### config.mk
export PLATFORM = sky130hd
export DESIGN_NAME = top_2_flat
export DESIGN_NICKNAME = d
export VERILOG_FILES = /design/src/rtl/top_2_pkg.sv /design/src/rtl/top_2_if.sv /design/src/rtl/top_2_cache_dm.sv /design/src/rtl/top_2.sv /design/src/flat_wrapper.sv
export SDC_FILE = /design/constraint.sdc
export NUM_CORES = 1
export LEC_CHECK = 0
export ABC_AREA = 0
export CAP_MARGIN = 10
export CORE_ASPECT_RATIO = 1.25
export CORE_MARGIN = 5
export CORE_UTILIZATION = 35
export CTS_CLUSTER_SIZE = 12
export DETAILED_ROUTE_END_ITERATION = 8
export GPL_ROUTABILITY_DRIVEN = 0
export MAX_ROUTING_LAYER = met4
export PLACE_DENSITY_LB_ADDON = 0.12
export RECOVER_POWER = 100
export SLEW_MARGIN = 0
export SYNTH_ARGS = -nofsm -noshare
export SYNTH_HDL_FRONTEND = slang
export SYNTH_SLANG_ARGS = --single-unit
export TNS_END_PERCENT = 50
### constraint.sdc
create_clock -name clk -period 2.5 [get_ports clk]
set_input_delay 0.5 -clock clk [delete_from_list [all_inputs] [get_ports clk]]
set_output_delay 0.5 -clock clk [all_outputs]
set_load 0.03 [all_outputs]
### src/rtl/top_2_pkg.sv
// Shared definitions for the cache performance experiment: widths, FSM states,
// the fixed access sequence and a saturating-increment helper.
package top_2_pkg;

    localparam int unsigned SEQ_LEN = 16;
    localparam int unsigned ADDR_W  = 8;
    localparam int unsigned COUNT_W = 8;
    localparam int unsigned WORD_W  = ADDR_W - 2;
    localparam int unsigned PTR_W   = $clog2(SEQ_LEN);

    typedef logic [ADDR_W-1:0] addr_t;

    typedef enum logic [1:0] {
        ST_LOOKUP = 2'd0,
        ST_REFILL = 2'd1,
        ST_DONE   = 2'd2
    } state_e;

    // Byte addresses issued in order; low two bits are ignored by the cache.
    localparam addr_t SEQ_ROM [SEQ_LEN] = '{
        8'h00, 8'h04, 8'h08, 8'h0C, 8'h00, 8'h04, 8'h08, 8'h0C,
        8'h20, 8'h00, 8'h24, 8'h04, 8'h00, 8'h20, 8'h40, 8'h00
    };

    // Counter increment that sticks at all-ones instead of wrapping.
    function automatic logic [COUNT_W-1:0] sat_inc(input logic [COUNT_W-1:0] v);
        return (v == '1) ? v : v + COUNT_W'(1);
    endfunction

endpackage

### src/rtl/top_2_if.sv
// Counter bus leaving the cache experiment.
//   clk_count  : cycles spent running the sequence
//   inst_count : accesses completed
//   hit_count  : accesses that hit
// master = producer (top_2), slave = consumer.
interface top_2_if;
    import top_2_pkg::*;

    logic [COUNT_W-1:0] clk_count;
    logic [COUNT_W-1:0] inst_count;
    logic [COUNT_W-1:0] hit_count;

    modport master (output clk_count, output inst_count, output hit_count);
    modport slave  (input  clk_count, input  inst_count, input  hit_count);

endinterface

### src/rtl/top_2_cache_dm.sv
// Direct-mapped, read-only tag store with one word per line.
//   clk, rst : clock, asynchronous active-low reset (clears all valid bits)
//   word_i   : word address being looked up / filled
//   fill_i   : write valid=1 and the tag of word_i into its line this edge
//   hit_c_o  : combinational hit for word_i
module top_2_cache_dm
    import top_2_pkg::*;
#(
    parameter int unsigned INDEX_BITS = 3
) (
    input  logic              clk,
    input  logic              rst,
    input  logic [WORD_W-1:0] word_i,
    input  logic              fill_i,
    output logic              hit_c_o
);

    localparam int unsigned LINES = 1 << INDEX_BITS;
    localparam int unsigned TAG_W = WORD_W - INDEX_BITS;

    logic [LINES-1:0]            valid_q;
    logic [LINES-1:0][TAG_W-1:0] tag_q;
    logic [INDEX_BITS-1:0]       idx_c;
    logic [TAG_W-1:0]            tag_c;

    assign idx_c   = word_i[INDEX_BITS-1:0];
    assign tag_c   = word_i[WORD_W-1:INDEX_BITS];
    assign hit_c_o = valid_q[idx_c] && (tag_q[idx_c] == tag_c);

    // Refill overwrites whatever line the index selects.
    always_ff @(posedge clk or negedge rst) begin
        if (!rst) begin
            valid_q <= '0;
            tag_q   <= '0;
        end else if (fill_i) begin
            valid_q[idx_c] <= 1'b1;
            tag_q[idx_c]   <= tag_c;
        end
    end

endmodule

### src/rtl/top_2.sv
// Cache performance top: walks the fixed access sequence through a
// direct-mapped cache and counts cycles, completed accesses and hits.
//   clk, rst : clock, asynchronous active-low reset
//   bus      : counter outputs (clk_count, inst_count, hit_count), registered
module top_2
    import top_2_pkg::*;
#(
    parameter int unsigned MISS_PENALTY = 3,
    parameter int unsigned INDEX_BITS   = 3
) (
    input  logic    clk,
    input  logic    rst,
    top_2_if.master bus
);

    localparam int unsigned PEN_W = $clog2(MISS_PENALTY + 1);

    state_e             state_q, state_d;
    logic [PTR_W-1:0]   ptr_q, ptr_d;
    logic [PEN_W-1:0]   pen_q, pen_d;
    logic [COUNT_W-1:0] clk_cnt_q, clk_cnt_d;
    logic [COUNT_W-1:0] inst_cnt_q, inst_cnt_d;
    logic [COUNT_W-1:0] hit_cnt_q, hit_cnt_d;
    logic [WORD_W-1:0]  word_c;
    logic               hit_c;
    logic               fill_c;
    logic               complete_c;

    assign word_c = SEQ_ROM[ptr_q][ADDR_W-1:2];

    top_2_cache_dm #(
        .INDEX_BITS (INDEX_BITS)
    ) u_cache (
        .clk     (clk),
        .rst     (rst),
        .word_i  (word_c),
        .fill_i  (fill_c),
        .hit_c_o (hit_c)
    );

    // Next-state and counter updates.
    always_comb begin
        state_d    = state_q;
        ptr_d      = ptr_q;
        pen_d      = pen_q;
        clk_cnt_d  = clk_cnt_q;
        inst_cnt_d = inst_cnt_q;
        hit_cnt_d  = hit_cnt_q;
        fill_c     = 1'b0;
        complete_c = 1'b0;

        if (state_q != ST_DONE) begin
            clk_cnt_d = sat_inc(clk_cnt_q);
        end

        case (state_q)
            ST_LOOKUP: begin
                if (hit_c) begin
                    complete_c = 1'b1;
                    hit_cnt_d  = sat_inc(hit_cnt_q);
                end else begin
                    state_d = ST_REFILL;
                    pen_d   = PEN_W'(MISS_PENALTY);
                end
            end
            ST_REFILL: begin
                // pen_q == 1 marks the last penalty cycle: fill and retire.
                if (pen_q == PEN_W'(1)) begin
                    fill_c     = 1'b1;
                    complete_c = 1'b1;
                end else begin
                    pen_d = pen_q - PEN_W'(1);
                end
            end
            default: ;
        endcase

        if (complete_c) begin
            inst_cnt_d = sat_inc(inst_cnt_q);
            if (ptr_q == PTR_W'(SEQ_LEN - 1)) begin
                state_d = ST_DONE;
            end else begin
                state_d = ST_LOOKUP;
                ptr_d   = ptr_q + PTR_W'(1);
            end
        end
    end

    // State and counter registers.
    always_ff @(posedge clk or negedge rst) begin
        if (!rst) begin
            state_q    <= ST_LOOKUP;
            ptr_q      <= '0;
            pen_q      <= '0;
            clk_cnt_q  <= '0;
            inst_cnt_q <= '0;
            hit_cnt_q  <= '0;
        end else begin
            state_q    <= state_d;
            ptr_q      <= ptr_d;
            pen_q      <= pen_d;
            clk_cnt_q  <= clk_cnt_d;
            inst_cnt_q <= inst_cnt_d;
            hit_cnt_q  <= hit_cnt_d;
        end
    end

    assign bus.clk_count  = clk_cnt_q;
    assign bus.inst_count = inst_cnt_q;
    assign bus.hit_count  = hit_cnt_q;

endmodule

### src/flat_wrapper.sv
// flat-port wrapper written by rule: the top's interface ports become plain ports
module top_2_flat import top_2_pkg::*;
#(
    parameter int unsigned MISS_PENALTY = 3,
    parameter int unsigned INDEX_BITS   = 3
)
  (clk, rst, bus_clk_count, bus_inst_count, bus_hit_count);
  top_2_if bus_i ();
  input  logic clk;
  input  logic rst;
  output wire logic [$bits(bus_i.clk_count)-1:0] bus_clk_count;
  output wire logic [$bits(bus_i.inst_count)-1:0] bus_inst_count;
  output wire logic [$bits(bus_i.hit_count)-1:0] bus_hit_count;
  assign bus_clk_count = bus_i.clk_count;
  assign bus_inst_count = bus_i.inst_count;
  assign bus_hit_count = bus_i.hit_count;
  top_2 #(.MISS_PENALTY(MISS_PENALTY), .INDEX_BITS(INDEX_BITS)) u_core (.clk(clk), .rst(rst), .bus(bus_i));
endmodule
==> results of run 1 <==
[state kept, by name, summed over array words and instances, names as in the netlist]
signal	count
u_core.bus.clk_count	8
u_core.bus.hit_count	8
u_core.ptr_q	4
u_core.bus.inst_count	8
u_core.u_cache.valid_q	4
u_core.pen_q	2
u_core.state_q	2
u_core.u_cache.tag_q	8
[per-layer routing]
layer	wire length, um	up-vias	share of wire, %
li1	-	855	-
met1	2280	830	48
met2	2310	23	48
met3	88	8	1.8
met4	92	0	1.9
met5	0	-	0
[area by class of cell]
type / count / area (um2)
Sequential cell: 44 / 1100
Timing Repair Buffer: 40 / 350
Tap cell: 87 / 109
Clock inverter: 2 / 12.5
Inverter: 10 / 37.5
Clock buffer: 5 / 68.8
Multi-Input combinational cell: 158 / 1110
Fill cell: 666 / 3690
[logic make-up (layout without fill, tap and decap cells)]
group                      after synthesis  count (layout)  share of synthesized area (%)
AOI/OAI and AO/OA                       37              37                           12.0
xor gates and xnor gates                16              16                           6.06
adders and majority gates                7               7                           3.79
buffers and inverters                   18              57                           4.00
DFF                                     44              44                           47.6
muxes                                   14              14                           6.71
and+or+nand+nor                         84              84                           19.9
[layout by cell type, fill, tap and decap left out, drive strengths merged, types with 4 or more instances in the layout]
cell	count
mux2i	5
nand2b	6
ha	7
dlygate4sd3	24
xnor2	13
and3	5
clkbuf	12
nand3	16
buf	9
nor3	7
o2111ai	4
o21ai	10
nand2	19
a21oi	4
nor2	12
dfrtp	44
mux2	9
inv	10
[through the flow]
stage               hold WS, ns  cell area (um2)  util, %  setup WS (ns)  power (uW)
global placement          0.464             2740     42.2          0.254         743
global route              0.499             2790     43.0         0.0219        1220
floorplan                 0.204             2310        -          0.180         725
finish                    0.452             2790     43.0          0.139        1160
detailed placement        0.460             2740     42.2          0.217         744
CTS                       0.195             2820     43.5          0.199        1190
[worst max-delay path by stage]
stage          slack, ns  cells after the start            start                        to
4_1_cts             0.20                     10  u_core.ptr_q[1]  u_core.bus.inst_count[1]
2_1_floorplan       0.18                     11  u_core.ptr_q[0]  u_core.bus.inst_count[6]
5_1_grt             0.02                      8  u_core.ptr_q[1]  u_core.bus.inst_count[6]
3_5_place_dp        0.22                     10  u_core.ptr_q[1]  u_core.bus.inst_count[1]
3_3_place_gp        0.25                      9  u_core.ptr_q[0]  u_core.bus.inst_count[6]
6_report            0.14                      8  u_core.ptr_q[1]  u_core.bus.inst_count[6]
[power by group]
group	switching, uW	internal, uW
clock network	248	190
registers	0	711
logic	13.9	1.01
total	262	901
[critical path: cells and delay by family, from the launching register on]
family	cells	cell delay, ns
DFF	1	0.48
and+or+nand+nor	3	0.66
muxes	1	0.32
AOI/OAI and AO/OA	2	0.39
buffers and inverters	2	0.39
==> summary by stage, run 1 <==
Clocking
The post-CTS resize count is 0. The insertion delay to the later sink of the worst-skew pair is 0.30 ns. The root buffer cell is clkbuf_8. The number of levels the H-tree was split into is 2. Buffers inserted during clock tree synthesis total 5. The longest clock path from root to sink contains 2 buffers. The post-CTS setup buffer count is 0. The CTS tree is done.

The tree built by TritonCTS fans out to 44 sinks. The clock transition time at the flip-flop clock pins of the worst setup and hold paths is ~0.090 ns. The cts-stage hold buffer count is 0.

Die
Measured along the y axis, the die boundary spans roughly 100 um. The die covers roughly 8300 um2. The floorplan die width is ~83 um.

Pin placement for this block handled 26 I/O pins. The standard cell core area is about 6500 um2. For this configuration, the core starts out at a cell density of a little over a third. The initialized floorplan defines 33 standard-cell rows.

Timing
The final setup TNS is 0 ns. The final hold violation count came to 0. On the final layout, the worst clock skew is ~0.0077 ns.

The number of pins with negative max-slew slack in the final report came to 0. The final critical-path share of the clock period is around 94%. The final number of setup-violating endpoints is 0.

The relative max-transition margin is 15.4%. The minimum clock period is about 2.4 ns. Setup repair after global routing left no endpoint under its margin. The maximum clock rate is approximately 0.42 GHz. The actual slew at the worst max-slew pin is about 1.3 ns.

Global route
The residual overflow from global routing is 0. Global routing used approximately 20% of the available met2 tracks. The first-pass GRT wire length is 8.39 mm. The number of global-route vias before repair is 1,791.

Entering global routing, the biggest net connects 25 pins. The number of antenna violations at the first check in global routing is 0. Global routing used around 17% of the available met1 tracks. After global routing, the most crowded layer is met2. Global routing used between 10% and 20% of the available tracks across all layers. The fraction of met3 tracks used by global routing is 2.95%.

Drt
The number of remaining DRC errors is 0. The detailed-route vias per instance is roughly 5.0. The final wirelength is 4.77 mm. In the final routed layout, each cell accounts on average for roughly 14 um. The detailed router finished its first iteration with between 50 and 60 violations. The count of TritonRoute iterations in the first routing pass is 4.

Once detail routing completed, the nets flagged for antenna violations numbered 0. For this block, the via count after detailed routing is around 1,700.

Final layout
The number of nets at the end of the flow is ~270. The ratio of cells with drive above 1 in the final layout is a little over an eighth. Compared with the post-synthesis result, the final layout area differs by 20.6%. The count of cells in the finished layout, fillers not included, comes to between 300 and 400. The number of antenna diodes is 0.

Synth
The top cell type by area accounts for 47.6% of the synthesized area. After synthesis, the cell types taking the most area are dfrtp_1, xnor2_1, ha_1. The sequential cell area fraction in the yosys report is 47.6%. When the netlist entered floorplanning its net count stood at 229. After synthesis, the share of flip-flops with an asynchronous set or reset is 100%. In this run the cell area of the synthesized design comes to between 2000 and 2500 um2. The number of distinct standard cells referenced by the synthesized netlist is 50. For this run, the number of Yosys warnings is 0. The mean instance size in the synthesized netlist is 10.5 um2. The leading register cell type out of synthesis is dfrtp_1. Counting flops and latches in the post-synthesis netlist gives 44. Counting every instance in the synthesized netlist gives 220. The synthesized design spends more area on one cell type than any other, namely dfrtp_1. In this run, synthesis inferred 0 flip-flops with an integrated enable.

In the synthesized netlist, the cells that appear most often are dfrtp_1, nand2_1, nand3_1. Among all cell types in the netlist, the one instantiated most often is dfrtp_1.

Setup path
The largest stage delay on the critical path is approximately 0.48 ns. The worst setup path is launched from a register. At the worst endpoint, the arrival time is approximately 2.5 ns.

The cell with the biggest individual delay on the critical path is dfrtp_1. The biggest fanout along the worst timing path is 19. The signal on the critical path passes through buf_4 > and3b_1 > a211oi_1 > nor3_2 > nor4_4 > buf_12 > o211ai_2 > mux2_1. STA classifies the critical path endpoint as a register.

The cell count of the worst reg-to-reg path is 8. The flop-to-flop setup slack is about 0.14 ns. The data required time of the critical path is 2.68 ns. The startpoint identified for the worst register-to-register timing path is u_core.ptr_q[1]. The worst register-to-register path ends at u_core.bus.inst_count[6].

The setup path with the least slack is of type register to register.

Pwr
The leakage power total is between 0.001 and 0.0015 uW. The maximum VDD drop is 0.257 mV. The power density of the placed cells is 417 nW/um2.

Place
The total instance count after detailed placement is around 340. The total half-perimeter wirelength after legalization and detailed placement is about 3.5 mm. The count of input and output buffers is 25.

Hold path
The min-delay analysis places its worst path in the category input pin to async pin.

Outcome
The flow ran to the end, and the final reports show no timing, DRC or antenna violations.

Run
Max-cap violations in this run came to 0.
(Power assumes the default switching activity.)
==> run 2: changes to the inputs <==
- PLACE_DENSITY_LB_ADDON: 0.12 -> default
- RECOVER_POWER: 100 -> default
==> summary by stage, run 2 (same netlist as run 1, synthesis figures left out) <==
Setup path
The largest stage delay on the critical path is 0.55 ns (was 0.48 ns). The number of buffers and inverters on the critical path was 1 (was 2). The data arrival time at the worst-slack endpoint is 2.47 ns (was 2.54 ns).

The kind of start point of the critical path was a register (unchanged). The biggest fanout along the worst timing path is 22 (was 19). The cell count of the worst reg-to-reg path is 7 (was 8). The category of cells accounting for the largest share of critical-path delay is compound AO/OA/AOI/OAI gates (was simple AND/OR/NAND/NOR gates). The data required time of the critical path is 2.67 ns (was 2.68 ns).

The category of the critical setup timing path is register to register (unchanged). Worst-path cell chain: nor2b_4 > o21ai_0 > a221oi_2 > nor4_4 > buf_12 > o21ai_1 > mux2_2 (was buf_4 > and3b_1 > a211oi_1 > nor3_2 > nor4_4 > buf_12 > o211ai_2 > mux2_1). The critical path depth came to 7 (was 8). The kind of capture point of the worst setup path was a register (unchanged). The cell with the biggest individual delay on the critical path is dfrtp_1 (unchanged).

Timing
The worst clock skew on the final layout is 0.00500 ns (was 0.00768 ns). Unrepaired setup endpoints after global routing: no (unchanged). The final hold violation count is 0 (unchanged). The final setup TNS came to 0 ns (unchanged).

The relative max-transition margin came to 63.2% (was 15.4%). The worst setup slack after layout is 0.206 ns (was 0.139 ns). The final number of setup-violating endpoints is 0 (unchanged).

The maximum clock rate came to 0.436 GHz (was 0.424 GHz). The number of pins with negative max-slew slack in the final report is 0 (unchanged). The worst hold margin came to 0.284 ns (was 0.452 ns). The actual slew at the worst max-slew pin is 0.553 ns (was 1.27 ns). The minimum clock period is 2.29 ns (was 2.36 ns). The final critical-path share of the clock period was 91.8% (was 94.4%).

Clocking
The root buffer cell was clkbuf_8 (unchanged). The cts-stage hold buffer count was 0 (unchanged). The insertion delay to the later sink of the worst-skew pair is 0.29 ns (was 0.30 ns). The number of levels the H-tree was split into was 2 (unchanged). The CTS tree was done (unchanged). The CTS buffer count is 5 (unchanged). The clock transition time at the flip-flop clock pins of the worst setup and hold paths was 0.08 ns (was 0.09 ns). The post-CTS setup buffer count was 0 (unchanged).

The sink count of the clock tree was 44 (unchanged). The maximum clock insertion buffer count is 2 (unchanged).

Die
The initial standard-cell utilization of the core is 35.7% (unchanged). The standard cell core area is 6480 um2 (unchanged). The floorplan die width is 82.7 um (unchanged). The area enclosed by the die boundary is 8350 um2 (unchanged). The floorplan row count is 33 (unchanged).

The top-level I/O count was 26 (unchanged). The vertical extent of the die is 101 um (unchanged).

Global route
The number of antenna violations at the first check in global routing is 0 (unchanged). The all-layer global routing usage is 13.0% (was 13.3%). The first-pass GRT wire length was 8.23 mm (was 8.39 mm).

The number of global-route vias before repair is 1,795 (was 1,791). The largest net degree at the start of global routing is 45 (was 25). The residual overflow from global routing came to 0 (unchanged).

Pwr
The clock network power share is 38.3% (was 37.6%). The fraction of power consumed by sequential logic is 60.5% (was 61.1%). The total power draw is 1180 uW (was 1160 uW).

The reported net switching power is 238 uW (was 262 uW). The total internal power is 938 uW (was 901 uW). The switching part of the total power is 20.2% (was 22.5%).

The leakage power total is 0.00119 uW (was 0.00123 uW). The relative contribution of combinational cells to total power came to 1.3% (about the same). The maximum VDD drop came to 0.302 mV (was 0.257 mV). The power density of the placed cells was 422 nW/um2 (was 417 nW/um2).

Place
The count of input and output buffers is 25 (unchanged). The total half-perimeter wirelength after legalization and detailed placement is 3.24 mm (was 3.49 mm). The worst slack after detailed placement is 0.215 ns (was 0.217 ns).

Drt
The average wire per cell in the routed design was 13.1 um (was 13.8 um). The via total after detailed routing is 1,702 (was 1,716). The detailed-route vias per instance is 4.99 (was 4.96).

The final wirelength is 4.47 mm (was 4.77 mm). The count of TritonRoute iterations in the first routing pass is 4 (unchanged). The number of nets with antenna violations after detailed routing came to 0 (unchanged).

The number of remaining DRC errors is 0 (unchanged). The initial detailed-routing violation count is 73 (was 56).

Final layout
The area growth from synthesis to final layout was 20.4% (was 20.6%). Leading cell types in the layout, fill and taps excluded: dfrtp_1, clkdlybuf4s50_1, nand2_1 (was dfrtp_1, dlygate4sd3_1, nand2_1). The number of nets at the end of the flow is 262 (was 268). The number of antenna diodes is 0 (unchanged). The utilization after layout was 43.0% (about the same).

The leading cell type in the layout, fill and taps excluded is dfrtp_1 (unchanged). The ratio of cells with drive above 1 in the final layout is 14.2% (was 13.1%).

Outcome
Status: completed (unchanged).

Hold path
The class of the most critical hold timing path is input pin to async pin (unchanged).

Run
The number of max-cap violations was 0 (unchanged).
run 2: worst paths after layout:
kind / start / to / slack (ns)
setup / recovery: u_core.ptr_q[3] / u_core.bus.inst_count[1] / 0.21
hold / removal: rst / u_core.bus.inst_count[5] / 0.28
setup reg to reg: u_core.ptr_q[3] / u_core.bus.inst_count[1] / 0.21
hold reg to reg: u_core.u_cache.valid_q[3] / u_core.u_cache.valid_q[3] / 0.48
max in group asynchronous: rst / u_core.bus.hit_count[6] / 1.84
min in group clk: u_core.u_cache.valid_q[3] / u_core.u_cache.valid_q[3] / 0.48
run 2: repair_timing:
item | CTS | global route
hold endpoints to repair | 0 | 0
endpoints found under the setup margin | 0 | 3
resized for setup | 0 | 1
run 2: metal layers:
| metal | vias up | global-route usage [%] | part of all wire [%] |
|---|---|---|---|
| met4 | 0 | 5.91 | 3.4 |
| li1 | 848 | - | - |
| met2 | 26 | 20.7 | 52 |
| met5 | - | - | 0 |
| met3 | 16 | 2.59 | 2.0 |
| met1 | 812 | 15.6 | 42 |
run 2: cell type report:
class,instances,area (um2)
multi-input combinational,158,1120
clock buffer,8,90.1
sequential,44,1100
inverter,10,37.5
timing repair buffer,34,325
tap,87,109
fill,637,3700
run 2: power groups by stage:
| stage | sequential [uW] | combinational (uW) | clock (uW) |
|---|---|---|---|
| after floorplan | 725 | 0.000502 | 0 |
| after global placement | 725 | 16.5 | 0 |
| after detailed placement | 725 | 16.5 | 0 |
| after CTS | 711 | 16.3 | 474 |
| after global routing | 711 | 18.4 | 510 |
| final | 711 | 14.9 | 450 |
run 2: through the flow:
stage                     instance area (um2)  cells
after floorplan                          2310    220
after global placement                   2690    333
after detailed placement                 2690    333
after CTS                                2780    341
after global routing                     2790    341
final                                    2790    341
==> run 3: changes to the inputs <==
- ABC_AREA: 0 -> default
- HOLD_SLACK_MARGIN: default -> 0.15
==> results of run 3 <==
Final layout, timing and power as in run 2 (identical DEF).
